File: config.mk
export PLATFORM = sky130hd
export DESIGN_NAME = taylor_coeff_sequencer
export DESIGN_NICKNAME = d
export VERILOG_FILES = /design/src/rtl/taylor_coeff_sequencer.sv
export SDC_FILE = /design/constraint.sdc
export NUM_CORES = 1
export LEC_CHECK = 0
export ABC_AREA = 1
export CAP_MARGIN = 30
export CORE_ASPECT_RATIO = 1.4
export CORE_MARGIN = 5
export CORE_UTILIZATION = 46
export DETAILED_ROUTE_END_ITERATION = 8
export PLACE_DENSITY = 0.71
export SYNTH_ARGS = -nofsm -noshare
export SYNTH_HDL_FRONTEND = slang
export SYNTH_SLANG_ARGS = --single-unit
File: constraint.sdc
create_clock -name clk_i -period 3 [get_ports clk_i]
set_clock_uncertainty 0.05 [all_clocks]
set_input_delay 0.45 -clock clk_i [delete_from_list [all_inputs] [get_ports clk_i]]
set_output_delay 0.45 -clock clk_i [all_outputs]
set_load 0.02 [all_outputs]
File: src/rtl/taylor_coeff_sequencer.sv
// Fetches the NUM_TERMS Taylor coefficients of one function from a registered ROM,
// highest power first, and streams them through a 2-entry buffer on a valid/ready port.
module taylor_coeff_sequencer #(
  parameter int DATA_WIDTH = 32,
  parameter int ADDR_LINES = 5,
  parameter int NUM_TERMS  = 8,
  parameter int FUNC_SEL_W = 2,
  localparam int IDX_W     = (NUM_TERMS > 1) ? $clog2(NUM_TERMS) : 1
) (
  input  logic                  clk_i,
  input  logic                  rst_i,
  input  logic                  start_i,
  input  logic [FUNC_SEL_W-1:0] func_sel_i,
  input  logic                  abort_i,
  output logic                  busy_o,
  output logic                  done_o,
  output logic [ADDR_LINES-1:0] rom_addr_o,
  output logic                  rom_rd_en_o,
  input  logic [DATA_WIDTH-1:0] rom_data_i,
  output logic [DATA_WIDTH-1:0] coeff_o,
  output logic [IDX_W-1:0]      coeff_idx_o,
  output logic                  coeff_valid_o,
  output logic                  coeff_last_o,
  input  logic                  coeff_ready_i,
  output logic [1:0]            fsm_state_o
);

  // Handshake: a coefficient transfers in any cycle where coeff_valid_o and coeff_ready_i
  // are both high; coeff_o/idx/last are held while valid is high and ready is low.

  localparam logic [1:0] ST_IDLE  = 2'd0;
  localparam logic [1:0] ST_FETCH = 2'd1;
  localparam logic [1:0] ST_DRAIN = 2'd2;

  logic [1:0]            state;
  logic [ADDR_LINES-1:0] base;
  logic [ADDR_LINES-1:0] addr_q;
  logic [IDX_W:0]        issued;
  logic                  inflight;
  logic                  discard;
  logic [IDX_W-1:0]      inflight_idx;
  logic                  busy;
  logic                  done;

  logic [DATA_WIDTH-1:0] buf_data [2];
  logic [IDX_W-1:0]      buf_idx  [2];
  logic                  buf_last [2];
  logic                  rd_ptr;
  logic                  wr_ptr;
  logic [1:0]            count;

  logic                  pop;
  logic                  push;
  logic                  rd_en;
  logic                  last_issue;
  logic                  last_pop;
  logic [2:0]            occ;
  logic [IDX_W-1:0]      issue_idx;
  logic [ADDR_LINES-1:0] next_addr;

  assign pop        = (count != 2'd0) && coeff_ready_i;
  // Credits: buffered entries plus the read returning now, less what leaves this cycle.
  assign occ        = {1'b0, count} + {2'b00, inflight} - {2'b00, pop};
  assign rd_en      = (state == ST_FETCH) && (occ < 3'd2);
  assign issue_idx  = IDX_W'(NUM_TERMS - 1) - issued[IDX_W-1:0];
  assign next_addr  = base + ADDR_LINES'(issue_idx);
  assign last_issue = rd_en && (issued == (IDX_W+1)'(NUM_TERMS - 1));
  assign push       = inflight && !discard && !abort_i;
  assign last_pop   = pop && buf_last[rd_ptr];

  assign rom_rd_en_o   = rd_en;
  assign rom_addr_o    = rd_en ? next_addr : addr_q;
  assign coeff_o       = buf_data[rd_ptr];
  assign coeff_idx_o   = buf_idx[rd_ptr];
  assign coeff_last_o  = buf_last[rd_ptr];
  assign coeff_valid_o = (count != 2'd0);
  assign busy_o        = busy;
  assign done_o        = done;
  assign fsm_state_o   = state;

  always_ff @(posedge clk_i or posedge rst_i) begin
    if (rst_i) begin
      state        <= ST_IDLE;
      base         <= '0;
      addr_q       <= '0;
      issued       <= '0;
      inflight     <= 1'b0;
      discard      <= 1'b0;
      inflight_idx <= '0;
      busy         <= 1'b0;
      done         <= 1'b0;
      rd_ptr       <= 1'b0;
      wr_ptr       <= 1'b0;
      count        <= 2'd0;
      for (int i = 0; i < 2; i++) begin
        buf_data[i] <= '0;
        buf_idx[i]  <= '0;
        buf_last[i] <= 1'b0;
      end
    end else begin
      inflight <= rd_en;
      addr_q   <= rom_addr_o;
      // A read issued during abort returns into IDLE and must not be buffered.
      discard  <= abort_i && rd_en;
      done     <= 1'b0;
      if (rd_en) inflight_idx <= issue_idx;

      if (abort_i) begin
        state  <= ST_IDLE;
        busy   <= 1'b0;
        rd_ptr <= 1'b0;
        wr_ptr <= 1'b0;
        count  <= 2'd0;
      end else begin
        case (state)
          ST_IDLE: begin
            if (start_i) begin
              state  <= ST_FETCH;
              base   <= ADDR_LINES'(int'(func_sel_i) * NUM_TERMS);
              issued <= '0;
              busy   <= 1'b1;
            end
          end
          ST_FETCH: begin
            if (rd_en) issued <= issued + 1'b1;
            if (last_issue) state <= ST_DRAIN;
          end
          ST_DRAIN: begin
            if (last_pop) begin
              state <= ST_IDLE;
              busy  <= 1'b0;
              done  <= 1'b1;
            end
          end
          default: state <= ST_IDLE;
        endcase

        if (push) begin
          buf_data[wr_ptr] <= rom_data_i;
          buf_idx[wr_ptr]  <= inflight_idx;
          buf_last[wr_ptr] <= (inflight_idx == '0);
          wr_ptr           <= ~wr_ptr;
        end
        if (pop) rd_ptr <= ~rd_ptr;
        count <= count + {1'b0, push} - {1'b0, pop};
      end
    end
  end

endmodule

# Word-level counts from Yosys, hierarchy flattened
# Cells that the tools add are included.
# word_totals
ff_bits	96
latch_bits	0
ram_bits	0
romBits	0
in_bits	39
output_inout_bits	47
wordCells	103
n_memories	0
# classes
n_addsub	7
mul	0
div	0
magnitude_cmp	4
eq_ne	8
shift	0
mux	39
bitwise_logic	5
n_reduce_logical	22
# op_table
cell	n
2-to-1 mux 32 bit	4
bitwise mux 64 bit	1
demux 32 bit (select 1 bit)	1
2-to-1 mux 1 bit	14
2-to-1 mux 3 bit	4
2-to-1 mux 2 bit	5
!= test 3 bit (second input constant)	3
AND reduction 3 bit	3
logical AND 1 bit	8
2-to-1 mux 4 bit	2
case mux 4 bit (2 select lines)	1
nonzero test 2 bit	4
bitwise mux 6 bit	1
case mux 2 bit (3 select lines)	1
adder 5 x 3 -> 5 bit	1
2-to-1 mux 5 bit	1
adder 4 x 1 -> 4 bit (second input constant)	1
== test 4 x 3 -> 1 bit (second input constant)	1
greater-or-equal comparator 2 bit (second input constant)	2
!= test 2 bit (second input constant)	2
NOT 1 -> 2 bit	2
AND reduction 4 bit	1
adder 2 x 1 -> 3 bit	1
demux 3 bit (select 1 bit)	1
other kinds (17)	20

# Logic depth before layout (Yosys ltp)
# Gate-level depths: netlist (run 1).
# depth
ltp_word	9
ltp_mapped	14
mapped_depth_nobuf	14

# Worst setup path before layout (run 1)
# OpenSTA, ideal clock, no wires.
# synth_timing
kind	register to output
startpoint	register count[1]
endpoint	output rom_addr_o[3]
arrival_time_ns	2.275
required_time_ns	2.500
slack_ns	0.225
stages_incl_launch_ff	12
n_path_buf	1
path_cell_list	dfrtp_1 > nor2_1 > nor2_1 > nand2_1 > o21ai_0 > nand2_1 > fa_1 > inv_1 > nor2_1 > nand2_1 > buf_2 > o21ai_0
# synth_via
elab_chain_cells	6
word_cells_on_any_way	7
cone_classes	2 x add/sub; 1 x order compare; 1 x mux; 3 x reduce/logical
# synth_rtl
item	line	rtl
start: declaration	50	logic [1:0] count;
start signal: assignment	145	count <= count + {1'b0, push} - {1'b0, pop};
parallel branches: the longest is 2 deep, another holds adder 2 x 1 -> 3 bit	n/a	
subtractor 3 x 1 -> 3 bit (*)	63	assign occ = {1'b0, count} + {2'b00, inflight} - {2'b00, pop};
< comparator 3 x 2 -> 1 bit (*)	64	assign rd_en = (state == ST_FETCH) && (occ < 3'd2);
logical AND 1 bit (*)	64	
2-to-1 mux 5 bit (*)	72	assign rom_addr_o = rd_en ? next_addr : addr_q;
end: declaration	17	output logic [ADDR_LINES-1:0] rom_addr_o,
# Every way passes the cells marked *.

# Final worst setup path (run 1)
# layout_timing
startpoint	register count[1]
endpoint	output rom_addr_o[2]
# Same word-level chain as after synthesis.

==> results of run 1 <==
-- worst paths after layout --
kind | from | to | cells past startpoint
hold / removal | addr_q[0]$_DFF_PP0_ | addr_q[0]$_DFF_PP0_ | 2
hold reg to reg | addr_q[0]$_DFF_PP0_ | addr_q[0]$_DFF_PP0_ | 2
min in group asynchronous | rst_i | inflight_idx[0]$_DFFE_PP0N_ | 3
max in group asynchronous | rst_i | buf_data[12]$_DFFE_PP0P_ | 3
setup / recovery | count[1]$_DFF_PP0_ | rom_addr_o[2] | 12
setup reg to reg | count[1]$_DFF_PP0_ | issued[1]$_DFFE_PP0P_ | 14
-- cell usage after synthesis --
library cell	number	area [um2]
a21oi_1	4	20.0
a21oi_2	1	8.76
buf_1	1	3.75
buf_2	5	25.0
buf_6	8	90.1
clkbuf_1	9	33.8
clkinv_1	1	3.75
dfrtp_1	96	2400
fa_1	1	20.0
ha_1	3	37.5
inv_1	56	210
inv_2	1	3.75
inv_4	1	6.26
mux2_2	1	11.3
nand2_1	215	807
nand2_2	1	6.26
nand3_1	7	35.0
nand3_2	1	10.0
nand4_1	2	12.5
nor2_1	13	48.8
nor2_4	1	11.3
nor3_1	2	10.0
o21ai_0	47	235
o21ai_2	35	307
or2_1	1	6.26
or2_2	3	18.8
xnor2_1	1	8.76
xor2_1	1	8.76
-- worst max-delay path, stage by stage (launching register included) --
cell     delay, ns
dfrtp_1       0.39
nor2_2        0.14
nor2_2        0.06
nand2_1       0.08
buf_4         0.10
inv_1         0.04
fa_1          0.50
inv_1         0.05
nor2_2        0.14
nand2_4       0.10
or2_4         0.26
nand2_4       0.07
buf_6         0.11
-- report_power, final --
part / total, mW / leakage [nW] / switching (mW) / internal, mW
Sequential: 2.14 / 1.23 / 0.288 / 1.85
Clock: 1.09 / 0.139 / 0.459 / 0.629
Combinational: 2.76 / 1.57 / 1.51 / 1.24
Total: 5.98 / 2.94 / 2.26 / 3.72
-- stage by stage --
stage	power, mW	instances	TNS, ns
2_1_floorplan	3.72	518	0
3_3_place_gp	4.78	707	-3.02
3_5_place_dp	4.87	707	-3.66
4_1_cts	6.00	725	0
5_1_grt	6.42	725	-0.00811
6_report	5.98	725	0
-- logic make-up after synthesis --
kind of cell | Yosys count
buffers and inverters | 82
XOR/XNOR | 2
AO/OA/AOI/OAI | 87
AND/OR/NAND/NOR | 246
flip-flops | 96
multiplexers | 1
adder cells (fa/ha/maj) | 4
-- repair_timing --
action                     4_1_cts  5_1_grt
setup endpoints to repair        6        6
resized for setup               38       10
setup buffers                    2        0
pin swaps                        7        4
-- sequential cells by signal (all words and copies together) (netlist names) --
name / cells
done_o: 1
inflight: 1
discard: 1
inflight_idx: 3
buf_last: 2
busy_o: 1
buf_idx: 6
rd_ptr: 1
wr_ptr: 1
buf_data: 64
addr_q: 5
base: 2
fsm_state_o: 2
issued: 4
count: 2
-- per-layer routing --
metal / track usage (%) / wire [um]
met4: 5.35 / 127
met1: 22.8 / 4270
met2: 30.1 / 4930
met5: 0 / 0
met3: 4.06 / 498
-- layout make-up --
cell class                      count  area (um2)
Fill cell                         844        3660
Sequential cell                    96        2400
Multi-Input combinational cell    340        1660
Timing Repair Buffer              104        1020
Clock buffer                       14         274
Inverter                           59         228
Tap cell                          110         138
Clock inverter                      2        12.5
==> results.txt, run 1 <==
R2R Setup Slk: 0.69 ns
Crit-path max FO: 8
Final period utilization: 95.9%
Worst-case clock buffer depth: 2
Hold crit path type: reg2reg
First-pass iteration count of the detailed router: 4
Std-Cell Core Area: 0.00941 mm2
Wire per inst: 13.5 um
Final Max Tran Viols: 0
Post-Synth Simple-Gate Area: 21.9%
Final worst slack: 0.123 ns
Ratio of cells with drive above 1 in the final layout: 15.8%
DP Worst Slack: -0.673 ns
Initial antenna violation count: 0
Largest net degree at the start of global routing: 73
Max-cap viol count: 0
Final count of hold timing violations: 0
Core Util, Final: 61.1%
Total Routed Length: 9.82 mm
Arr. time, crit path: 2.38 ns
Post-synthesis sequential area ratio: 54.6%
Peak VDD IR: 0.000684 V
Post-synthesis mux area share: 0.256%
H-tree depth: 3
CTS Hold Bufs: 0
All-Layer GR Usage: 17.8%
Root buf cell: clkbuf_16
Routability Congestion: 0.805
First-pass GRT wire length: 16.9 mm
Clk_lat worst skew: 0.33 ns
Gate Count Post-Synth: 518
Vias in the first global route: 3606
Area after DPL: 0.00541 mm2
Yosys cell types: 28
Final cell area excluding filler cells: 0.00574 mm2
Slew of the pin with the lowest slew margin: 0.621 ns
Final Net Count: 653
Final ANT Viol Nets: 0
Diode count: 0
Grt ovf: 0
Run status: completed
Ys Warns: 0
P_leak: 2.94 nW
CTS buffer count: 9
Hold WS: 0.428 ns
Most frequent cells in the layout: 210 x nand2_1, 96 x dfrtp_1, 78 x clkdlybuf4s50_1
Area growth, synth to finish: 30.5%
Pwr per Cell Area: 1040 mW/mm2
Kind of critical path: reg2out
Via count: 3557
Mapped Nets: 561
Avg Cell Area, Syn: 8.50 um2
Slew margin rel.: 58.6%
Number of DRC markers in iteration 0: 136
Largest family of logic cells by synthesized area: simple AND/OR/NAND/NOR gates
CP Data Required Time: 2.50 ns
XOR/XNOR Fraction of Synth Area: 0.398%
DRC violations left: 0
FMAX: 0.348 GHz
Reg clk slew, reported paths: 0.06 ns
CP Launch Type: register
Std cell rows: 42
Die area: 0.0117 mm2
Die height: 126 um
Starting Density: 46.8%
Vias per std cell: 4.91
Min cycle time layout: 2.88 ns
CP endpoint kind: primary output
Most common cell after layout, fill and taps aside: nand2_1
IO Count: 86
CTS sink cnt: 96
Final HPWL DP: 6.68 mm
Post-synthesis compound-gate area fraction: 13.0%
Synthesized cell area: 0.00440 mm2
CTS tree: yes
Chip width: 92.7 um
Adder-cell share of the synthesized area: 1.31%
I/O Buffers: 85
Setup violators final: 0
Yosys reg bits: 96
Power figures use the tool's default switching activity.
==> run 2: changes to the inputs <==
--- a/config.mk
+++ b/config.mk
@@ -13,5 +13,7 @@
 export DETAILED_ROUTE_END_ITERATION = 8
 export PLACE_DENSITY = 0.71
+export RECOVER_POWER = 50
 export SYNTH_ARGS = -nofsm -noshare
 export SYNTH_HDL_FRONTEND = slang
 export SYNTH_SLANG_ARGS = --single-unit
+export TNS_END_PERCENT = 5
--- a/constraint.sdc
+++ b/constraint.sdc
@@ -3,3 +3,3 @@
 set_input_delay 0.45 -clock clk_i [delete_from_list [all_inputs] [get_ports clk_i]]
 set_output_delay 0.45 -clock clk_i [all_outputs]
-set_load 0.02 [all_outputs]
+set_load 0.1 [all_outputs]
==> results.txt, run 2 (same netlist as run 1, synthesis figures left out) <==
RSZ-0062 raised after global routing: true
CTS Hold Bufs: 0 (unchanged)
Final Max Tran Viols: 47 (+47)
Max incr delay on CP: 0.50 ns (about the same)
Final period utilization: 101% (+5.0 points)
FMAX: 0.330 GHz (-5.0%)
Max-cap viol count: 1 (+1)
Grt ovf: 0 (unchanged)
CP Launch Type: register
Run status: finished with violations
CP Data Required Time: 2.50 ns (about the same)
R2r endpoint: inflight_idx[2]$_DFFE_PP0N_
Die height: 126 um (unchanged)
Regs by FF count: buf_data (64), buf_idx (6), addr_q (5)
Most frequent cells in the layout: 206 x nand2_1, 95 x dfrtp_1, 55 x inv_1
Crit-path slowest cell: fa_1
Hold crit path type: reg2reg
Slew of the pin with the lowest slew margin: 1.83 ns (+1.21 ns)
Wire per inst: 13.9 um (+2.8%)
CTS tree: yes
Root buf cell: clkbuf_16
Arr. time, crit path: 2.53 ns (+0.15 ns)
CP Launch Point: count[0]$_DFF_PP0_
Final ANT Viol Nets: 0 (unchanged)
All-Layer GR Usage: 18.5% (+0.72 points)
First-pass iteration count of the detailed router: 5 (+1)
Chip width: 92.7 um (unchanged)
Std cell rows: 42 (unchanged)
Crit path to: rom_addr_o[1]
Top reg by flops: buf_data
Number of DRC markers in iteration 0: 134 (-1.5%)
Crit path top cell by count: nand2_2
Ratio of cells with drive above 1 in the final layout: 22.9% (+7.2 points)
Total Routed Length: 10.1 mm (+2.8%)
Vias in the first global route: 3668 (+1.7%)
DP Worst Slack: -0.239 ns (+0.434 ns)
Setup violators final: 3 (+3)
Largest net degree at the start of global routing: 73 (unchanged)
Initial antenna violation count: 0 (unchanged)
DRC violations left: 0 (unchanged)
CTS buffer count: 9 (unchanged)
Starting Density: 46.8% (unchanged)
Final Net Count: 653 (unchanged)
IO Count: 86 (unchanged)
Final count of hold timing violations: 0 (unchanged)
CTS sink cnt: 96 (unchanged)
CP endpoint kind: primary output
Multi-input logic area: 0.00172 mm2 (+3.3%)
R2R Setup Slk: 0.53 ns (-0.16 ns)
Final HPWL DP: 6.75 mm (+0.95%)
Max reg flops: 64 (unchanged)
Diode count: 0 (unchanged)
First-pass GRT wire length: 17.3 mm (+2.3%)
Hold WS: 0.433 ns (+0.00445 ns)
Final cell area excluding filler cells: 0.00628 mm2 (+9.4%)
Crit-path max FO: 5 (-3)
Area growth, synth to finish: 42.7%
Failing checks: max-capacitance violations, max-slew violations, negative setup slack
FF-to-FF path depth: 15 (+1)
Via count: 3640 (+2.3%)
Filler Cells Inserted: 747 (-11%)
R2R Path Start: count[0]$_DFF_PP0_
Std-Cell Core Area: 0.00941 mm2 (unchanged)
Vias per std cell: 5.02 (+2.3%)
Reg clk slew, reported paths: 0.06 ns (about the same)
FF/Latch Area: 0.00240 mm2 (about the same)
TNS Setup: -0.0708 ns (-0.0708 ns)
Kind of critical path: reg2out
Slew margin rel.: -22.0% (-81 points)
Min cycle time layout: 3.03 ns (+0.151 ns)
Die area: 0.0117 mm2 (unchanged)
Most common cell after layout, fill and taps aside: nand2_1
Final worst slack: -0.0281 ns (-0.151 ns)
Routability Congestion: 0.786 (-2.4%)
Area after DPL: 0.00586 mm2 (+8.3%)
I/O Buffers: 85 (unchanged)
Clk_lat worst skew: 0.33 ns (about the same)
CP Cell Sequence: nor2_4, nor2_4, nand2_2, buf_4, inv_1, fa_1, inv_1, nor2_1, nand2_2, or2_2, nand2_2, buf_12
Worst-case clock buffer depth: 2 (unchanged)
H-tree depth: 3 (unchanged)
run 2: cell types whose count changed in the layout (fill, tap and decap cells not counted), sizes merged:
| cell | delta |
|---|---|
| buf | +42 |
| bufinv | +2 |
| clkbuf | -2 |
| clkdlybuf4s15 | -1 |
| clkdlybuf4s50 | -42 |
| dlygate4sd3 | +1 |
run 2: final cells by class:
cell class                 count  area share (%)
multi-input combinational    340            27.4
clock buffer                  12            4.08
timing repair buffer         104            23.3
tap                          110            2.19
inverter                      59            3.62
clock inverter                 4            1.21
sequential                    96            38.3
run 2: routing by layer:
layer	wire, um	vias to the layer above	part of all wire [%]	GRT usage [%]
met5	0	-	0	0
met4	216	0	2.1	9.06
met3	474	18	4.7	3.28
met2	5540	98	55	32.2
met1	3860	1738	38	21.9
li1	-	1786	-	-
run 2: repair_timing:
item                                    4_1_cts  5_1_grt
resized for setup                             5        8
buffers inserted                              6        1
pin swaps                                     5        4
endpoints found under the setup margin        6        6
run 2: how the worst min path moves through the flow:
stage / start / to / slack, ns / cells after the start
6_report: buf_data[38]$_DFFE_PP0P_ / buf_data[38]$_DFFE_PP0P_ / 0.43 / 2
2_1_floorplan: buf_data[31]$_DFFE_PP0P_ / buf_data[31]$_DFFE_PP0P_ / 0.40 / 2
3_3_place_gp: buf_data[44]$_DFFE_PP0P_ / buf_data[44]$_DFFE_PP0P_ / 0.41 / 2
4_1_cts: buf_data[55]$_DFFE_PP0P_ / buf_data[55]$_DFFE_PP0P_ / 0.43 / 2
5_1_grt: buf_data[60]$_DFFE_PP0P_ / buf_data[60]$_DFFE_PP0P_ / 0.45 / 2
3_5_place_dp: buf_data[55]$_DFFE_PP0P_ / buf_data[55]$_DFFE_PP0P_ / 0.42 / 2
run 2: through the flow:
step,utilization [%],cells
floorplan,-,518
global placement,62.0,701
detailed placement,62.3,702
CTS,66.4,724
global route,66.8,725
finish,66.8,725
run 2: worst max-delay path, delay by kind of cell (launching register included):
kind | cells | cell delay, ns
fa+ha+maj | 1 | 0.50
buf+inv | 4 | 0.36
flops | 1 | 0.42
simple gates | 7 | 0.91
Power of run 2 is left out: the tool's default activity adds up to more than one toggle a clock period on the data nets, which glitch-free logic cannot reach.
==> run 3: changes to the inputs <==
- CORE_UTILIZATION: 46 -> 47
- PLACE_DENSITY: 0.71 -> 0.72
==> results.txt, run 3 (same netlist as run 1, synthesis figures left out) <==
Final ANT Viol Nets: 0 (unchanged)
CP Data Required Time: 2.50 ns (about the same)
Starting Density: 48.5% (+1.7 points)
Final period utilization: 97.7% (-3.2 points)
CTS sink cnt: 96 (unchanged)
CP top delay family: simple AND/OR/NAND/NOR gates
Worst hold start: buf_data[32]$_DFFE_PP0P_
Final worst slack: 0.0693 ns (+0.0974 ns)
Chip width: 91.8 um (-0.95%)
Initial antenna violation count: 0 (unchanged)
Vias in the first global route: 3536 (-3.6%)
Final count of hold timing violations: 0 (unchanged)
Setup violators final: 0 (-3)
Via count: 3573 (-1.8%)
IO Count: 86 (unchanged)
Regs by FF count: buf_data (64), buf_idx (6), addr_q (5)
Root buf cell: clkbuf_16
First-pass iteration count of the detailed router: 4 (-1)
Critical path buffers and inverters: 2 (-2)
I/O Buffers: 85 (unchanged)
Area growth, synth to finish: 40.5%
Reg clk slew, reported paths: 0.06 ns (about the same)
RSZ-0062 raised after global routing: true
All-Layer GR Usage: 18.2% (-0.29 points)
Most frequent cells in the layout: 206 x nand2_1, 95 x dfrtp_1, 54 x inv_1, 54 x o21ai_0, 44 x buf_12
Final Net Count: 648 (-0.77%)
Slew margin rel.: 16.2% (+38 points)
Min cycle time layout: 2.93 ns (-0.0974 ns)
Largest net degree at the start of global routing: 69 (-5.5%)
CP Cell Sequence: nor2_2, nor2_2, nand2_1, o21ai_1, nand2_1, fa_1, inv_1, nor2_2, nand2_4, or2_4, nand2_4, buf_12
CP Launch Point: count[0]$_DFF_PP0_
Worst-case clock buffer depth: 2 (unchanged)
CTS buffer count: 9 (unchanged)
FMAX: 0.341 GHz (+3.3%)
Max-cap viol count: 0 (-1)
FF-to-FF path depth: 14 (-1)
Ratio of cells with drive above 1 in the final layout: 20.2% (-2.8 points)
Filler Cells Inserted: 691 (-7.5%)
H-tree depth: 3 (unchanged)
R2r endpoint: issued[0]$_DFFE_PP0P_
CP Launch Type: register
First-pass GRT wire length: 16.9 mm (-1.9%)
Cells on Worst Hold Path: 2 (unchanged)
Diode count: 0 (unchanged)
Final HPWL DP: 6.72 mm (-0.40%)
DP Worst Slack: -0.278 ns (-0.0391 ns)
Number of DRC markers in iteration 0: 200 (+49%)
Std-Cell Core Area: 0.00908 mm2 (-3.5%)
Wire per inst: 13.9 um (+0.18%)
R2R Setup Slk: 0.74 ns (+0.21 ns)
FF/Latch Area: 0.00240 mm2 (unchanged)
Hold WS: 0.431 ns (-0.00116 ns)
Die height: 125 um (-0.98%)
Most common cell after layout, fill and taps aside: nand2_1
Multi-input logic area: 0.00169 mm2 (-1.8%)
Max incr delay on CP: 0.49 ns (about the same)
Total Routed Length: 10.0 mm (-0.92%)
Final Max Tran Viols: 0 (-100%)
CP endpoint kind: primary output
Crit path top cell by count: nor2_2
Top reg by flops: buf_data
Routability Congestion: 0.799 (+1.7%)
Max reg flops: 64 (unchanged)
Arr. time, crit path: 2.43 ns (-0.10 ns)
CTS tree: yes
Grt ovf: 0 (unchanged)
Slew of the pin with the lowest slew margin: 1.25 ns (-0.578 ns)
Crit-path max FO: 7 (+2)
Crit-path slowest cell: fa_1
Std cell rows: 41 (-2.4%)
Vias per std cell: 4.98 (-0.75%)
Hold crit path type: reg2reg
R2R Path Start: count[0]$_DFF_PP0_
Hold endpoint: buf_data[32]$_DFFE_PP0P_
Clk_lat worst skew: 0.34 ns (about the same)
Kind of critical path: reg2out
Die area: 0.0114 mm2 (-1.9%)
DRC violations left: 0 (unchanged)
Run status: completed
-- run 3: changes by cell type in the layout (fill, tap and decap cells not counted), moves of 2 or more --
cell	change
nor2_2	+3
o21ai_0	+9
clkbuf_1	+6
nand2_2	-2
nand2_4	+2
buf_4	-11
o21ai_2	-9
clkinvlp_2	+2
nor2_4	-2
-- run 3: repair_timing --
item	4_1_cts	5_1_grt
endpoints found under the setup margin	6	6
pin swaps	6	3
hold buffers	0	0
resized for setup	12	4
buffers inserted	2	3
-- run 3: worst max-delay path by stage --
stage,endpoint,slack (ns),depth (start not counted)
after floorplan,rom_addr_o[0],-0.05,13
after global placement,rom_addr_o[2],-0.18,13
after detailed placement,rom_addr_o[2],-0.28,13
after CTS,rom_addr_o[1],0.01,12
after global routing,rom_addr_o[1],-0.12,12
final,rom_addr_o[1],0.07,12
-- run 3: final cells by class --
cell class / instances / share of cell area (%)
Clock inverter: 2 / 0.971
Tap cell: 107 / 2.17
Multi-Input combinational cell: 340 / 27.3
Clock buffer: 14 / 4.43
Sequential cell: 96 / 38.9
Timing Repair Buffer: 99 / 22.6
Inverter: 59 / 3.68
-- run 3: tightest hold or removal path, cell delays in order, from the launching register on --
cell,delay (ns)
dfrtp_1,0.34
nand2_1,0.06
o21ai_2,0.04
-- run 3: per-layer routing --
metal | part of all wire [%] | up-vias | track usage, % | wire length, um
li1 | - | 1762 | - | -
met1 | 43 | 1703 | 23.5 | 4250
met2 | 51 | 93 | 30.2 | 5130
met3 | 4.1 | 15 | 3.38 | 414
met4 | 2.0 | 0 | 7.26 | 203
met5 | 0 | - | 0 | 0
-- run 3: per-stage QoR --
step	cell area, um2	TNS, ns	std cells	util (%)
6_report	6180	0	717	68.1
4_1_cts	6220	0	714	68.5
3_5_place_dp	5830	-1.31	696	64.2
3_3_place_gp	5800	-0.838	695	63.9
2_1_floorplan	4470	-0.627	518	-
5_1_grt	6180	-0.556	717	68.1
Power of run 3 is left out for the same reason.
